===== config.mk =====
export PLATFORM = sky130hd
export DESIGN_NAME = multicycle_control_unit
export DESIGN_NICKNAME = d
export VERILOG_FILES = /design/src/rtl/mc_ctrl_pkg.sv /design/src/rtl/mc_cond_logic.sv /design/src/rtl/multicycle_control_unit.sv
export SDC_FILE = /design/constraint.sdc
export NUM_CORES = 1
export LEC_CHECK = 0
export ABC_AREA = 0
export BUFFER_PORTS_ARGS = -buffer_cell sky130_fd_sc_hd__buf_2
export CAP_MARGIN = 20
export CORE_MARGIN = 1.5
export CORE_UTILIZATION = 41
export DETAILED_ROUTE_END_ITERATION = 8
export PLACE_DENSITY = 0.79
export SYNTH_ARGS = -nofsm -noshare
export SYNTH_HDL_FRONTEND = slang
export SYNTH_SLANG_ARGS = --single-unit

===== constraint.sdc =====
create_clock -name CLK -period 1.93 [get_ports CLK]
set_input_delay 0.0965 -clock CLK [delete_from_list [all_inputs] [get_ports CLK]]
set_output_delay 0.0965 -clock CLK [all_outputs]
set_load 0.02 [all_outputs]

===== src/rtl/mc_ctrl_pkg.sv =====
// rtl/mc_ctrl_pkg.sv - shared encodings and condition evaluation for the multi-cycle control unit
package mc_ctrl_pkg;

  typedef enum logic [3:0] {
    FETCH    = 4'd0,
    DECODE   = 4'd1,
    MEMADR   = 4'd2,
    MEMRD    = 4'd3,
    MEMWB    = 4'd4,
    MEMWR    = 4'd5,
    EXECUTER = 4'd6,
    EXECUTEI = 4'd7,
    ALUWB    = 4'd8,
    BRANCH   = 4'd9
  } state_t;

  localparam logic [1:0] ALU_ADD = 2'b00;
  localparam logic [1:0] ALU_SUB = 2'b01;
  localparam logic [1:0] ALU_AND = 2'b10;
  localparam logic [1:0] ALU_ORR = 2'b11;

  localparam logic [1:0] RES_ALUOUT    = 2'b00;
  localparam logic [1:0] RES_DATA      = 2'b01;
  localparam logic [1:0] RES_ALURESULT = 2'b10;

  localparam logic [1:0] SRCB_RD2  = 2'b00;
  localparam logic [1:0] SRCB_IMM  = 2'b01;
  localparam logic [1:0] SRCB_FOUR = 2'b10;

  localparam logic [3:0] CMD_AND = 4'b0000;
  localparam logic [3:0] CMD_SUB = 4'b0010;
  localparam logic [3:0] CMD_ADD = 4'b0100;
  localparam logic [3:0] CMD_CMP = 4'b1010;
  localparam logic [3:0] CMD_ORR = 4'b1100;

  localparam logic [3:0] COND_EQ = 4'b0000;
  localparam logic [3:0] COND_NE = 4'b0001;
  localparam logic [3:0] COND_CS = 4'b0010;
  localparam logic [3:0] COND_CC = 4'b0011;
  localparam logic [3:0] COND_MI = 4'b0100;
  localparam logic [3:0] COND_PL = 4'b0101;
  localparam logic [3:0] COND_VS = 4'b0110;
  localparam logic [3:0] COND_VC = 4'b0111;
  localparam logic [3:0] COND_HI = 4'b1000;
  localparam logic [3:0] COND_LS = 4'b1001;
  localparam logic [3:0] COND_GE = 4'b1010;
  localparam logic [3:0] COND_LT = 4'b1011;
  localparam logic [3:0] COND_GT = 4'b1100;
  localparam logic [3:0] COND_LE = 4'b1101;
  localparam logic [3:0] COND_AL = 4'b1110;
  localparam logic [3:0] COND_NV = 4'b1111;

  // flags are packed {N,Z,C,V}
  function automatic logic cond_holds(input logic [3:0] cond, input logic [3:0] flags);
    logic n, z, c, v;
    {n, z, c, v} = flags;
    case (cond)
      COND_EQ: cond_holds = z;
      COND_NE: cond_holds = ~z;
      COND_CS: cond_holds = c;
      COND_CC: cond_holds = ~c;
      COND_MI: cond_holds = n;
      COND_PL: cond_holds = ~n;
      COND_VS: cond_holds = v;
      COND_VC: cond_holds = ~v;
      COND_HI: cond_holds = c & ~z;
      COND_LS: cond_holds = ~c | z;
      COND_GE: cond_holds = (n == v);
      COND_LT: cond_holds = (n != v);
      COND_GT: cond_holds = ~z & (n == v);
      COND_LE: cond_holds = z | (n != v);
      COND_AL: cond_holds = 1'b1;
      default: cond_holds = 1'b0;
    endcase
  endfunction

endpackage


===== src/rtl/mc_cond_logic.sv =====
// rtl/mc_cond_logic.sv - NZCV flag register with split NZ/CV enables and CondEx evaluation
module mc_cond_logic
  import mc_ctrl_pkg::*;
#(
  parameter logic [3:0] FLAGS_RST = 4'b0000
) (
  input  logic       CLK,
  input  logic       RESET,
  input  logic [3:0] Cond,
  input  logic [3:0] ALUFlags,
  input  logic [1:0] FlagW,
  output logic       CondEx
);

  logic [3:0] r_flags;

  // FlagW[1] loads N,Z and FlagW[0] loads C,V; a failed condition blocks both
  always_ff @(posedge CLK) begin
    if (RESET) begin
      r_flags <= FLAGS_RST;
    end else begin
      if (FlagW[1] && CondEx) r_flags[3:2] <= ALUFlags[3:2];
      if (FlagW[0] && CondEx) r_flags[1:0] <= ALUFlags[1:0];
    end
  end

  assign CondEx = cond_holds(Cond, r_flags);

endmodule


===== src/rtl/multicycle_control_unit.sv =====
// rtl/multicycle_control_unit.sv - multi-cycle ARM control FSM with instruction decoders
module multicycle_control_unit
  import mc_ctrl_pkg::*;
#(
  parameter bit         SUPPORT_CMP = 1'b1,
  parameter logic [3:0] FLAGS_RST   = 4'b0000,
  parameter int         STATE_W     = 4
) (
  input  logic               CLK,
  input  logic               RESET,
  input  logic [31:0]        Instr,
  input  logic [3:0]         ALUFlags,
  output logic               PCWrite,
  output logic               AdrSrc,
  output logic               MemWrite,
  output logic               IRWrite,
  output logic [1:0]         ResultSrc,
  output logic [1:0]         ALUControl,
  output logic               ALUSrcA,
  output logic [1:0]         ALUSrcB,
  output logic [1:0]         ImmSrc,
  output logic               RegWrite,
  output logic [1:0]         RegSrc,
  output logic [STATE_W-1:0] State
);

  state_t     r_state;
  state_t     w_next;
  logic [1:0] w_op;
  logic       w_i, w_s, w_u, w_l;
  logic [3:0] w_cmd, w_rd;
  logic [1:0] w_dp_ctrl;
  logic       w_dp_arith, w_dp_nowrite, w_dp_unsup;
  logic [1:0] w_flagw;
  logic       w_cond_ex;
  logic       w_pcw, w_memw, w_irw, w_regw;
  logic       w_unused;

  assign w_op  = Instr[27:26];
  assign w_i   = Instr[25];
  assign w_cmd = Instr[24:21];
  assign w_u   = Instr[23];
  assign w_s   = Instr[20];
  assign w_l   = Instr[20];
  assign w_rd  = Instr[15:12];
  assign w_unused = ^{Instr[19:16], Instr[11:0]};

  assign ImmSrc = Instr[27:26];
  assign RegSrc = {w_op == 2'b01, w_op == 2'b10};
  assign State  = STATE_W'(r_state);

  always_comb begin
    w_dp_ctrl    = ALU_ADD;
    w_dp_arith   = 1'b0;
    w_dp_nowrite = 1'b0;
    w_dp_unsup   = 1'b0;
    case (w_cmd)
      CMD_ADD: w_dp_arith = 1'b1;
      CMD_SUB: begin
        w_dp_ctrl  = ALU_SUB;
        w_dp_arith = 1'b1;
      end
      CMD_AND: w_dp_ctrl = ALU_AND;
      CMD_ORR: w_dp_ctrl = ALU_ORR;
      CMD_CMP: begin
        if (SUPPORT_CMP && w_s) begin
          w_dp_ctrl    = ALU_SUB;
          w_dp_arith   = 1'b1;
          w_dp_nowrite = 1'b1;
        end else begin
          w_dp_unsup   = 1'b1;
          w_dp_nowrite = 1'b1;
        end
      end
      default: begin
        w_dp_unsup   = 1'b1;
        w_dp_nowrite = 1'b1;
      end
    endcase
  end

  always_ff @(posedge CLK) begin
    if (RESET) r_state <= FETCH;
    else       r_state <= w_next;
  end

  always_comb begin
    w_next     = FETCH;
    w_pcw      = 1'b0;
    w_memw     = 1'b0;
    w_irw      = 1'b0;
    w_regw     = 1'b0;
    AdrSrc     = 1'b0;
    ResultSrc  = RES_ALUOUT;
    ALUControl = ALU_ADD;
    ALUSrcA    = 1'b0;
    ALUSrcB    = SRCB_RD2;
    w_flagw    = 2'b00;
    case (r_state)
      FETCH: begin
        w_irw     = 1'b1;
        w_pcw     = 1'b1;
        ALUSrcA   = 1'b1;
        ALUSrcB   = SRCB_FOUR;
        ResultSrc = RES_ALURESULT;
        w_next    = DECODE;
      end
      DECODE: begin
        ALUSrcA   = 1'b1;
        ALUSrcB   = SRCB_FOUR;
        ResultSrc = RES_ALURESULT;
        case (w_op)
          2'b00:   w_next = w_i ? EXECUTEI : EXECUTER;
          2'b01:   w_next = MEMADR;
          2'b10:   w_next = BRANCH;
          default: w_next = FETCH;
        endcase
      end
      MEMADR: begin
        ALUSrcB    = SRCB_IMM;
        ALUControl = w_u ? ALU_ADD : ALU_SUB;
        w_next     = w_l ? MEMRD : MEMWR;
      end
      MEMRD: begin
        AdrSrc = 1'b1;
        w_next = MEMWB;
      end
      MEMWB: begin
        ResultSrc = RES_DATA;
        w_regw    = w_cond_ex;
      end
      MEMWR: begin
        AdrSrc = 1'b1;
        w_memw = w_cond_ex;
      end
      EXECUTER, EXECUTEI: begin
        ALUSrcB    = (r_state == EXECUTEI) ? SRCB_IMM : SRCB_RD2;
        ALUControl = w_dp_ctrl;
        // logical ops preserve C,V; unsupported commands leave flags alone
        w_flagw    = {w_s & ~w_dp_unsup, w_s & ~w_dp_unsup & w_dp_arith};
        w_next     = ALUWB;
      end
      ALUWB: begin
        w_regw = w_cond_ex & ~w_dp_nowrite;
        w_pcw  = w_cond_ex & (w_rd == 4'd15) & ~w_dp_nowrite;
      end
      BRANCH: begin
        ALUSrcB   = SRCB_IMM;
        ResultSrc = RES_ALURESULT;
        w_pcw     = w_cond_ex;
      end
      default: w_next = FETCH;
    endcase
  end

  // a reset cycle must never let the abandoned instruction commit anything
  assign PCWrite  = w_pcw  & ~RESET;
  assign MemWrite = w_memw & ~RESET;
  assign IRWrite  = w_irw  & ~RESET;
  assign RegWrite = w_regw & ~RESET;

  mc_cond_logic #(
    .FLAGS_RST(FLAGS_RST)
  ) u_cond (
    .CLK      (CLK),
    .RESET    (RESET),
    .Cond     (Instr[31:28]),
    .ALUFlags (ALUFlags),
    .FlagW    (w_flagw),
    .CondEx   (w_cond_ex)
  );

endmodule


Yosys cells after proc, flatten, opt, wreduce, memory -nomap -nowiden
Index checks and enable logic that the tools add are counted.
{"block": "totals", "regBits": 8, "in_bits": 38, "out_inout_bits": 20, "wordCells": 90}
{"block": "classes", "n_eq_ne": 32, "mux": 23, "bitwise_logic": 19, "reduce_logical": 13}
{"op": "== test 4 bit (second input constant)", "n": 12}
{"op": "== test 4 x 3 -> 1 bit (second input constant)", "n": 9}
{"op": "== test 4 x 2 -> 1 bit (second input constant)", "n": 5}
{"op": "case mux 4 bit (5 select lines)", "n": 1}
{"op": "case mux 1 bit (15 select lines)", "n": 1}
{"op": "zero test 4 bit", "n": 3}
{"op": "case mux 4 bit (3 select lines)", "n": 1}
{"op": "bitwise AND 1 bit", "n": 11}
{"op": "2-to-1 mux 1 bit", "n": 10}
{"op": "OR reduction 2 bit", "n": 5}
{"op": "== test 4 x 1 -> 1 bit (second input constant)", "n": 2}
{"op": "case mux 2 bit (2 select lines)", "n": 2}
{"op": "case mux 2 bit (4 select lines)", "n": 1}
{"op": "inverter 1 bit", "n": 6}
{"op": "case mux 1 bit (2 select lines)", "n": 3}
{"op": "case mux 2 bit (3 select lines)", "n": 1}
{"op": "OR reduction 4 bit", "n": 1}
{"op": "2-to-1 mux 3 bit", "n": 1}
{"op": "case mux 1 bit (3 select lines)", "n": 1}
{"op": "OR reduction 3 bit", "n": 1}
{"op": "== test 2 x 1 -> 1 bit (second input constant)", "n": 1}
{"op": "== test 2 bit (second input constant)", "n": 1}
{"op": "logical AND 1 bit", "n": 2}
{"op": "zero test 2 bit", "n": 1}
{"op": "other kinds (4)", "n": 5}

Depth between registers and ports, before layout
Gate-level depths: netlist of run 1.
{"block": "logic_depth", "ltp_word": 8, "mapped_depth": 7, "depth_no_buf": 6}

Modules after synthesis
From an unflattened synthesis of run 1, not the netlist that was laid out.
{"block": "hier_totals", "cells_unflattened": 119, "hier_area_um2": 998.5}
{"mod": "multicycle_control_unit", "n_inst": 1, "cells_per_inst": 66, "area_each_um2": 516.7, "seq_area_each_um2": 80.1}
{"mod": "mc_cond_logic", "n_inst": 1, "cells_per_inst": 53, "area_each_um2": 481.7, "seq_area_each_um2": 80.1}

Worst setup path after synthesis of run 1
OpenSTA, ideal clock, no wires.
{"block": "synth_timing", "kind": "register to output", "from": "register u_cond.r_flags[3]", "to": "output port RegWrite", "t_arrival_ns": 1.882, "setup_slack_ns": -0.049, "stages_incl_launch_ff": 8, "n_path_buf": 1, "cell_sequence": "dfxtp_1 buf_2 nor4bb_1 o31ai_1 a31oi_1 a311oi_2 nor2_2 nor4b_1"}
{"block": "synth_between", "elab_chain_cells": 6}
{"item": "start: declaration", "line_no": "mc_cond_logic.sv:15", "rtl": "logic [3:0] r_flags;"}
{"item": "start signal: assignment", "line_no": "mc_cond_logic.sv:22", "rtl": "if (FlagW[1] && CondEx) r_flags[3:2] <= ALUFlags[3:2];"}
{"item": "inequality test 1 bit / == test 1 bit (equally long branches)"}
{"item": "bitwise OR 1 bit / bitwise AND 1 bit (equally long branches)", "line_no": "mc_ctrl_pkg.sv:71, mc_ctrl_pkg.sv:70"}
{"item": "case mux 1 bit (15 select lines) (*)", "line_no": "mc_ctrl_pkg.sv:57", "rtl": "case (cond)"}
{"item": "bitwise AND 1 bit", "line_no": "multicycle_control_unit.sv:144", "rtl": "w_regw = w_cond_ex & ~w_dp_nowrite;"}
{"item": "case mux 1 bit (2 select lines) (*)", "line_no": "multicycle_control_unit.sv:99", "rtl": "case (r_state)"}
{"item": "bitwise AND 1 bit (*)", "line_no": "multicycle_control_unit.sv:160", "rtl": "assign RegWrite = w_regw & ~RESET;"}
{"item": "end: declaration", "line_no": "multicycle_control_unit.sv:22", "rtl": "output logic RegWrite,"}
Mark *: on every way between the ends. The rest lies on a longest branch, timed or not.

Final worst setup path of run 1
{"block": "layout_timing", "from": "register u_cond.r_flags[2]", "to": "output port PCWrite"}
{"block": "layout_between", "elab_chain_cells": 7}
{"item": "inverter 1 bit", "line_no": "mc_ctrl_pkg.sv:59, mc_ctrl_pkg.sv:66, mc_ctrl_pkg.sv:70"}
{"item": "bitwise AND 1 bit (on tied branches)", "line_no": "mc_ctrl_pkg.sv:70, mc_ctrl_pkg.sv:66"}
{"item": "case mux 1 bit (15 select lines) (*)", "line_no": "mc_ctrl_pkg.sv:57"}
{"item": "bitwise AND 1 bit (2 in a row)", "line_no": "multicycle_control_unit.sv:145", "rtl": "w_pcw = w_cond_ex & (w_rd == 4'd15) & ~w_dp_nowrite;"}
{"item": "case mux 1 bit (3 select lines) (*)", "line_no": "multicycle_control_unit.sv:99"}
{"item": "bitwise AND 1 bit (*)", "line_no": "multicycle_control_unit.sv:157", "rtl": "assign PCWrite = w_pcw & ~RESET;"}
{"item": "end: declaration", "line_no": "multicycle_control_unit.sv:13", "rtl": "output logic PCWrite,"}
Marks and branches as above.

==> metrics.cfg, run 1 <==
[synthesis]
syn_area_sq_um = 848
synth_nets = 149
seq_area_frac_synth = 0.189
syn_avg_cell_area_sq_um = 7.64
synth-edff-count = 0
post_synth_num_cell_types = 42
synth-main-ff-cell = dfxtp_1
synthCells = 111
synth_seq_cells = 8
yosys_warnings = 0
synth-async-reset-ratio = 0

[timing]
final_hold_viol_count = 0
rsz0062_at_grt = yes
fin_ws_ns = -0.0202
setup_violations = 1
fmax_ghz = 0.513
slew_viol_final = 0
period_minus_slack_ns = 1.95
clock_skew_ns = 0.00293
max-slew-margin-rel = 0.735
finalCritPeriodShare = 1.01
tns_ns = -0.0202
worst_hold_slack_ns = 0.0984
worst_slew_pin_slew_ns = 0.398

[placed_design]
dp_cells = 171
io_buffer_count = 41
dpl.hpwl_um = 1680
gp_congestion = 0.750
pre_cts_slack_ns = -0.0458

[grt]
grt_start_max_net_pins = 13
grt-ovfl-total = 0
grt_pass1_vias = 854
grt_pass1_wl_um = 3510
antenna_found_initial = 0
track_usage = 0.184

[clocking]
cts_tree = built
htree_levels = 1
cts_buffer_depth = 2
root_buffer = clkbuf_4
ctsHoldBuffers = 0
cts_buffers = 3
cts.clk_slew.worst_paths_ns = 0.05
clock_latency_ns = 0.25
cts_sinks = 8

[critical_path]
worstPathRequired_ns = 1.83
r2r_cells = 7
max_stage_delay_ns = 0.37
crit_arrival_ns = 1.85
path_max_fanout = 4
cp_slowest_cell = dfxtp_2
start_kind = flip-flop
path_class = flip-flop to output port
end_kind = output port
crit_chain = and3b_1 -> a22oi_2 -> xnor2_1 -> a311oi_2 -> nor2_2 -> a41o_1 -> buf_6

[drt]
drcViolationCount = 0
vias_per_cell = 5.30
route.vias.total = 928
routed_wl_um = 2140
drt_pass1_iterations = 4
antenna_left = 0
wl_per_cell_um = 12.2
drt_iter0_markers = 14

[run]
cap_violations = 0

[floorplan]
die_area_sq_um = 2350
num_rows = 16
initial_core_util = 0.432
die_h_um = 48.5
core_area_sq_um = 1960
die_w_um = 48.5
pin_count = 58

[layout]
fillers = 196
final_cells = 175
finish.utilization = 0.577
drive_gt1_frac = 0.399
synthToLayoutAreaGrowth_pct = 33.3
nets = 188
antenna_cells = 0

[hold_path]
hold_depth = 3
hp-class = input port to flip-flop

[power_and_ir_drop]
p_leak_nw = 0.486
peakVddDrop_mv = 0.318
power_density_nw_per_um2 = 451

[outcome]
status = complete, but fails checks
violations = setup timing

-- placed cells by master (no fill, tap or decap), types with 2 or more instances in the layout --
master and count:
buf_2 38, nand2b_1 11, nor2b_1 11, nor3_1 7
nor2_1 5, o21ai_0 5, xnor2_1 5, dfxtp_1 4
a21oi_1 4, mux2i_1 4, buf_4 4, inv_1 3
nand2_1 3, a31oi_1 3, nor3b_1 3, clkbuf_4 3
dfxtp_2 2, or3_1 2, nand3_1 2, a211oi_1 2
buf_6 2, dfxtp_4 2
-- final cells by class --
class                           count  area (sq um)  area share
Tap cell                           27          33.8      0.0299
Multi-Input combinational cell     90           651       0.575
Timing Repair Buffer               44           243       0.215
Sequential cell                     8           170       0.150
Inverter                            3          11.3     0.00996
Clock buffer                        3          22.5      0.0199
-- sequential cells by signal (all words and copies together) (netlist names) --
signal and cells:
State 4, u_cond.r_flags 4
-- critical path, delay by kind of cell (launching register included) --
family | cells | cell delay, ns
simple gates | 2 | 0.28
buf+inv | 1 | 0.13
xor+xnor | 1 | 0.10
flops | 1 | 0.37
compound gates | 3 | 0.71
-- routing by layer --
| metal | wire (um) | part of all wire | GRT usage | up-vias |
|---|---|---|---|---|
| met1 | 899 | 0.42 | 0.221 | 431 |
| met3 | 77 | 0.036 | 0.0340 | 2 |
| met2 | 1150 | 0.54 | 0.324 | 21 |
| met5 | 0 | 0 | 0 | - |
| li1 | - | - | - | 474 |
| met4 | 19 | 0.0089 | 0.0762 | 0 |
-- logic make-up (layout without fill, tap and decap cells) --
| logic type | after synthesis | in the layout | synth area share |
|---|---|---|---|
| xor gates and xnor gates | 6 | 6 | 0.0619 |
| and+or+nand+nor | 54 | 54 | 0.385 |
| muxes | 4 | 4 | 0.0472 |
| DFF | 8 | 8 | 0.189 |
| buffers and inverters | 13 | 50 | 0.0723 |
| AOI/OAI and AO/OA | 26 | 26 | 0.245 |
-- synthesized netlist by cell type, drive strengths merged (2+ instances only) --
library cell	count	share of area
xnor2	5	0.052
nand2	3	0.013
nor3b	3	0.027
nand3	2	0.012
a211oi	2	0.018
a22oi	2	0.024
nor2b	12	0.088
clkbuf	5	0.022
nand2b	11	0.081
nor3	7	0.041
inv	3	0.013
mux2i	4	0.047
a21oi	4	0.024
a31oi	3	0.022
buf	5	0.037
nor2	6	0.030
o21ai	5	0.029
dfxtp	8	0.19
or3	2	0.015
-- stage by stage --
| step | area (sq um) | power [W] |
|---|---|---|
| floorplan | 855 | 0.000314 |
| global placement | 1060 | 0.000378 |
| detailed placement | 1060 | 0.000383 |
| CTS | 1100 | 0.000513 |
| global route | 1130 | 0.000550 |
| finish | 1130 | 0.000511 |
-- repair_timing --
item,4_1_cts,5_1_grt
gates resized for setup,5,9
setup endpoints to repair,5,6
buffers inserted,1,0
pin swaps,5,1
-- power by group --
group / internal, W / leakage [nW] / switching, W
combinational: 0.0000862 / 0.404 / 0.000114
clock: 0.0000709 / 0.0138 / 0.0000533
sequential: 0.000169 / 0.0676 / 0.0000173
total: 0.000326 / 0.486 / 0.000185
-- worst paths after layout --
kind	startpoint	to	slack [ns]
setup / recovery	u_cond.r_flags[2]$_SDFFE_PP0P_	PCWrite	-0.02
hold / removal	ALUFlags[0]	u_cond.r_flags[0]$_SDFFE_PP0P_	0.1
setup reg to reg	u_cond.r_flags[3]$_SDFFE_PP0P_	u_cond.r_flags[2]$_SDFFE_PP0P_	0.13
hold reg to reg	u_cond.r_flags[1]$_SDFFE_PP0P_	u_cond.r_flags[1]$_SDFFE_PP0P_	0.52
Note: power is estimated with default switching activity, not from simulation.
==> run 2: changes to the inputs <==
==> constraint.sdc (replaced) <==
create_clock -name CLK -period 1.8 [get_ports CLK]
set_input_delay 0.09 -clock CLK [delete_from_list [all_inputs] [get_ports CLK]]
set_output_delay 0.09 -clock CLK [all_outputs]
set_load 0.02 [all_outputs]
==> run 2 against run 1 <==
  * The flow still finishes with violations (setup timing)
  * Register-to-register slack worse by 0.18 ns
  * Sequential power is 5% higher
  * Total power is 7.3% higher
  * Via count is 1.3% higher
  * Routed wire length is 6.3% lower
  * Core utilization is 1.0 points higher
  * Critical path type unchanged
  * Largest power group unchanged
==> metrics.cfg, run 2 (synthesis gave the netlist of run 1 again) <==
[drt]
wl_per_cell_um = 11.2  ; was 12.2 um
route.vias.total = 940  ; was 928
vias_per_cell = 5.25  ; was 5.30
drcViolationCount = 0  ; unchanged
drt_pass1_iterations = 4  ; unchanged
antenna_left = 0  ; unchanged
drt_iter0_markers = 11  ; was 14
routed_wl_um = 2010  ; was 2140 um

[clocking]
cts_buffer_depth = 2  ; unchanged
ctsHoldBuffers = 0  ; unchanged
clock_latency_ns = 0.25  ; about the same
cts_tree = built  ; unchanged
cts_buffers = 3  ; unchanged
root_buffer = clkbuf_4  ; unchanged
cts.clk_slew.worst_paths_ns = 0.05  ; about the same
htree_levels = 1  ; unchanged
cts_sinks = 8  ; unchanged

[run]
cap_violations = 0  ; unchanged

[floorplan]
pin_count = 58  ; unchanged
num_rows = 16  ; unchanged
initial_core_util = 0.432  ; unchanged
die_w_um = 48.5  ; unchanged
die_h_um = 48.5  ; unchanged
die_area_sq_um = 2350  ; unchanged
core_area_sq_um = 1960  ; unchanged

[grt]
antenna_found_initial = 0  ; unchanged
grt_pass1_vias = 810  ; was 854
grt_start_max_net_pins = 13  ; unchanged
grt-ovfl-total = 0  ; unchanged
grt_pass1_wl_um = 3390  ; was 3510 um
track_usage = 0.174  ; was 0.184

[layout]
multi_input_area_sq_um = 651  ; unchanged
final_area_sq_um = 1150  ; was 1130 sq um
antenna_cells = 0  ; unchanged
nets = 192  ; was 188
synthToLayoutAreaGrowth_pct = 35.7  ; was 33.3%
fillers = 189  ; was 196
final_cells = 179  ; was 175
mostFrequentLayoutCells = 40 x buf_2, 12 x nor2b_1, 11 x nand2b_1, 7 x buf_4, 6 x nor3_1  ; was 38 x buf_2, 11 x nand2b_1, 11 x nor2b_1, 7 x nor3_1
ff_latch_area_sq_um = 169  ; was 170 sq um
final_common_cell = buf_2  ; unchanged
drive_gt1_frac = 0.408  ; was 0.399

[timing]
clock_skew_ns = 0.00377  ; was 0.00293 ns
final_hold_viol_count = 0  ; unchanged
fin_ws_ns = -0.131  ; was -0.0202 ns
tns_ns = -0.400  ; was -0.0202 ns
setup_violations = 5  ; was 1
finalCritPeriodShare = 1.07
worst_slew_pin_slew_ns = 0.425  ; was 0.398 ns
fmax_ghz = 0.518
slew_viol_final = 0  ; unchanged
max-slew-margin-rel = 0.716  ; was 0.735
rsz0062_at_grt = yes  ; unchanged
period_minus_slack_ns = 1.93

[critical_path]
cp_slowest_cell = dfxtp_4  ; was dfxtp_2
cp_top_family = compound AO/OA/AOI/OAI gates  ; unchanged
crit_arrival_ns = 1.84  ; was 1.85 ns
crit_chain = nor4bb_1 -> o31ai_1 -> a31oi_1 -> a311oi_2 -> nor2_2 -> a41o_1 -> buf_2  ; was and3b_1 -> a22oi_2 -> xnor2_1 -> a311oi_2 -> nor2_2 -> a41o_1 -> buf_6
start_kind = flip-flop  ; unchanged
max_stage_delay_ns = 0.36  ; was 0.37 ns
path_max_fanout = 7  ; was 4
path_buf_inv = 1  ; unchanged
end_kind = output port  ; unchanged
path_class = flip-flop to output port  ; unchanged
worstPathRequired_ns = 1.71  ; was 1.83 ns
r2r_cells = 7  ; unchanged
crit_cells = 7  ; unchanged

[hold_path]
hold_depth = 3  ; unchanged
hp-class = input port to flip-flop  ; unchanged

[placed_design]
dp_cells = 174  ; was 171
place_area_sq_um = 1090  ; was 1060 sq um
dpl.hpwl_um = 1580  ; was 1680 um
gp_congestion = 0.817  ; was 0.750
io_buffer_count = 41  ; unchanged

[outcome]
status = complete, but fails checks  ; unchanged
violations = setup timing  ; unchanged

[power_and_ir_drop]
peakVddDrop_mv = 0.502  ; was 0.318 mV
power_density_nw_per_um2 = 476  ; was 451 nW/um^2
p_leak_nw = 0.510  ; was 0.486 nW

==> run 2: cell count changes in the layout (fill, tap and decap cells not counted), sizes merged <==
cell / before / now
buf: 44 / 48
==> run 2: final timing paths <==
check | from | end | slack [ns]
max | u_cond.r_flags[3]$_SDFFE_PP0P_ | PCWrite | -0.13
min | ALUFlags[0] | u_cond.r_flags[0]$_SDFFE_PP0P_ | 0.09
max reg2reg | u_cond.r_flags[0]$_SDFFE_PP0P_ | u_cond.r_flags[3]$_SDFFE_PP0P_ | -0.05
min reg2reg | u_cond.r_flags[2]$_SDFFE_PP0P_ | u_cond.r_flags[2]$_SDFFE_PP0P_ | 0.51
==> run 2: area by class of cell <==
type                    instances  area share
clock buffers                   3      0.0196
inverters                       3     0.00978
multi-input cells              90       0.565
flip-flops and latches          8       0.147
well taps                      27      0.0293
repair buffers                 48       0.229
==> run 2: metal layers <==
| metal | vias up | routed length [um] | GRT usage | share of wire |
|---|---|---|---|---|
| met1 | 440 | 903 | 0.251 | 0.45 |
| met4 | 0 | 0 | 0.0381 | 0 |
| li1 | 483 | - | - | - |
| met2 | 17 | 1030 | 0.269 | 0.51 |
| met3 | 0 | 71 | 0.0340 | 0.035 |
| met5 | - | 0 | 0 | 0 |
==> run 2: where the power goes <==
part           total [W]  internal [W]  switching (W)
registers       0.000195      0.000180      0.0000148
clock network   0.000133     0.0000760      0.0000567
logic           0.000220     0.0000927       0.000127
total           0.000548      0.000349       0.000199
==> run 2: worst register-to-register path, delay by kind of cell, from the launching register on <==
| family | cells | cell delay [ns] |
|---|---|---|
| AOI/OAI and AO/OA | 4 | 0.72 |
| buffers and inverters | 1 | 0.17 |
| DFF | 1 | 0.36 |
| muxes | 1 | 0.24 |
| and+or+nand+nor | 1 | 0.28 |
==> run 2: repair_timing <==
item,in CTS,in global routing
resized for setup,5,4
setup buffers,1,2
pin swaps,5,4
endpoints found under the setup margin,7,7
==> run 2: through the flow <==
step / utilization / setup slack (ns) / total power, W / hold WS (ns)
floorplan: - / 0.0563 / 0.000339 / 0.242
global placement: 0.554 / -0.0939 / 0.000410 / 0.355
detailed placement: 0.554 / -0.117 / 0.000416 / 0.361
CTS: 0.574 / -0.144 / 0.000554 / 0.0891
global route: 0.587 / -0.258 / 0.000587 / 0.0993
finish: 0.587 / -0.131 / 0.000548 / 0.0935
==> run 3: changes to the inputs <==
--- a/config.mk
+++ b/config.mk
@@ -9,9 +9,9 @@
 export BUFFER_PORTS_ARGS = -buffer_cell sky130_fd_sc_hd__buf_2
 export CAP_MARGIN = 20
 export CORE_MARGIN = 1.5
-export CORE_UTILIZATION = 41
+export CORE_UTILIZATION = 44
 export DETAILED_ROUTE_END_ITERATION = 8
-export PLACE_DENSITY = 0.79
+export PLACE_DENSITY = 0.84
 export SYNTH_ARGS = -nofsm -noshare
 export SYNTH_HDL_FRONTEND = slang
 export SYNTH_SLANG_ARGS = --single-unit
==> constraint.sdc (replaced) <==
create_clock -name CLK -period 2.25 [get_ports CLK]
set_input_delay 0.1125 -clock CLK [delete_from_list [all_inputs] [get_ports CLK]]
set_output_delay 0.1125 -clock CLK [all_outputs]
set_load 0.02 [all_outputs]
==> run 3 against run 2 <==
  * The flow now finishes without violations
  * Total power shrank 19%
  * First-iteration DRC count grew 18%
  * Clock power shrank 16%
  * Core utilization grew 2.5 points
  * Global-route usage grew 1.4 points
  * Largest cell class unchanged
  * Largest power group unchanged
  * Highest routed layer is now met4
==> metrics.cfg, run 3 (synthesis gave the netlist of run 1 again) <==
[clocking]
cts_resized = 0  ; was 5
cts_buffers = 3  ; unchanged
htree_levels = 1  ; unchanged
cts_buffer_depth = 2  ; unchanged
clock_latency_ns = 0.26  ; was 0.25 ns
cts_tree = built  ; unchanged
cts.clk_slew.worst_paths_ns = 0.05  ; about the same
cts_sinks = 8  ; unchanged
root_buffer = clkbuf_4  ; unchanged

[timing]
clock_skew_ns = 0.00319  ; was 0.00377 ns
tns_ns = 0  ; was -0.400 ns
final_hold_viol_count = 0  ; unchanged
slew_viol_final = 0  ; unchanged
rsz0062_at_grt = no  ; was yes
setup_violations = 0  ; was 5
worst_slew_pin_slew_ns = 0.406  ; was 0.425 ns
fmax_ghz = 0.477
finalCritPeriodShare = 0.931
period_minus_slack_ns = 2.10
max-slew-margin-rel = 0.729  ; was 0.716

[critical_path]
worstPathRequired_ns = 2.14  ; was 1.71 ns
cp_slowest_cell = dfxtp_1  ; was dfxtp_4
max_stage_delay_ns = 0.44  ; was 0.36 ns
path_max_fanout = 7  ; unchanged
cp_top_family = simple AND/OR/NAND/NOR gates  ; was compound AO/OA/AOI/OAI gates
end_kind = output port  ; unchanged
crit_chain = nor4bb_1 -> o31ai_1 -> a31oi_1 -> a311oi_2 -> nor2_2 -> nor4b_1 -> buf_2  ; was nor4bb_1 -> o31ai_1 -> a31oi_1 -> a311oi_2 -> nor2_2 -> a41o_1 -> buf_2
path_class = flip-flop to output port  ; unchanged
path_buf_inv = 1  ; unchanged
start_kind = flip-flop  ; unchanged
crit_arrival_ns = 1.98  ; was 1.84 ns

[run]
cap_violations = 0  ; unchanged

[power_and_ir_drop]
p_seq_frac = 0.362  ; was 0.356
power_density_nw_per_um2 = 409  ; was 476 nW/um^2
clkPwrFrac = 0.254  ; was 0.242
power.switching_w = 0.000163  ; was 0.000199 W
finalPower_w = 0.000441  ; was 0.000548 W
combPwrFrac = 0.384  ; was 0.401
peakVddDrop_mv = 0.494  ; was 0.502 mV
p_int_w = 0.000278  ; was 0.000349 W
swShare = 0.369  ; was 0.363
p_leak_nw = 0.479  ; was 0.510 nW

[grt]
grt_pass1_wl_um = 2950  ; was 3390 um
grt_start_max_net_pins = 14  ; was 13
antenna_found_initial = 0  ; unchanged
grt-ovfl-total = 0  ; unchanged
track_usage = 0.187  ; was 0.174
grt_pass1_vias = 710  ; was 810

[layout]
drive_gt1_frac = 0.351  ; was 0.408
antenna_cells = 0  ; unchanged
fillers = 178  ; was 189
nets = 188  ; was 192
synthToLayoutAreaGrowth_pct = 27.3  ; was 35.7%
mostFrequentLayoutCells = 41 x buf_2, 12 x nor2b_1, 11 x nand2b_1, 8 x dfxtp_1, 7 x nor3_1  ; was 40 x buf_2, 12 x nor2b_1, 11 x nand2b_1, 7 x buf_4, 6 x nor3_1
final_common_cell = buf_2  ; unchanged

[drt]
top_layer = met4  ; was met3
drcViolationCount = 0  ; unchanged
drt_iter0_markers = 13  ; was 11
met3WireLength_um = 81  ; was 71 um
antenna_left = 0  ; unchanged
route.vias.total = 939  ; was 940
vias_per_cell = 5.43  ; was 5.25
dr_wl_met2_um = 1150  ; was 1030 um
wl_met1_um = 931  ; was 903 um
drt_pass1_iterations = 6  ; was 4
routed_wl_um = 2180  ; was 2010 um
wl_per_cell_um = 12.6  ; was 11.2 um

[hold_path]
hp-class = input port to flip-flop  ; unchanged

[floorplan]
initial_core_util = 0.481  ; was 0.432
die_h_um = 46.9  ; was 48.5 um
core_area_sq_um = 1760  ; was 1960 sq um
num_rows = 15  ; was 16
pin_count = 58  ; unchanged
die_w_um = 46.9  ; was 48.5 um
die_area_sq_um = 2200  ; was 2350 sq um

[placed_design]
gp_congestion = 0.789  ; was 0.817
dpl.hpwl_um = 1670  ; was 1580 um
io_buffer_count = 41  ; unchanged

[outcome]
status = finished, final reports clean  ; was complete, but fails checks

==> run 3: worst paths after layout <==
check	end	cells after the start	slack, ns	start
max	RegWrite	7	0.15	u_cond.r_flags[3]$_SDFFE_PP0P_
min	u_cond.r_flags[0]$_SDFFE_PP0P_	3	0.11	ALUFlags[0]
max reg2reg	u_cond.r_flags[3]$_SDFFE_PP0P_	7	0.19	u_cond.r_flags[3]$_SDFFE_PP0P_
min reg2reg	u_cond.r_flags[1]$_SDFFE_PP0P_	2	0.51	u_cond.r_flags[1]$_SDFFE_PP0P_
==> run 3: layout make-up <==
class | count | area, sq um | area share
clock buffer | 3 | 22.5 | 0.0209
inverter | 3 | 11.3 | 0.0104
multi-input combinational | 90 | 627 | 0.581
sequential | 8 | 160 | 0.148
tap | 25 | 31.3 | 0.0290
timing repair buffer | 44 | 228 | 0.211
==> run 3: power by group through the flow <==
stage / logic, W / clock network, W / registers (W)
floorplan: 0.000110 / 0 / 0.000158
global placement: 0.000161 / 0 / 0.000162
detailed placement: 0.000165 / 0 / 0.000162
CTS: 0.000166 / 0.000114 / 0.000159
global route: 0.000184 / 0.000119 / 0.000161
finish: 0.000170 / 0.000112 / 0.000160
==> run 3: timing repair <==
item | 4_1_cts | 5_1_grt
hold buffers | 0 | 0
buffers inserted | 0 | 1
endpoints found under the setup margin | 0 | 3
==> run 3: metrics by stage <==
step	util	hold WS [ns]	setup slack, ns	area, sq um	cells
final	0.612	0.112	0.155	1080	173
after CTS	0.608	0.112	0.0450	1070	172
after detailed placement	0.595	0.380	0.326	1050	169
after global placement	0.595	0.378	0.336	1050	169
after floorplan	-	0.265	0.255	848	111
after global routing	0.612	0.127	0.0381	1080	173
==> run 3: routing by layer <==
| layer | track usage | up-vias |
|---|---|---|
| li1 | - | 478 |
| met1 | 0.226 | 441 |
| met2 | 0.329 | 18 |
| met3 | 0.0423 | 2 |
| met4 | 0.0611 | 0 |
| met5 | 0 | - |
==> run 3: worst reg2reg max path, cell delays in order (launching register included) <==
cell and delay [ns]:
dfxtp_1 0.44, nor4bb_1 0.26, o31ai_1 0.12, a31oi_1 0.22, a311oi_2 0.08, buf_4 0.17
a2111oi_4 0.43, mux2i_1 0.25
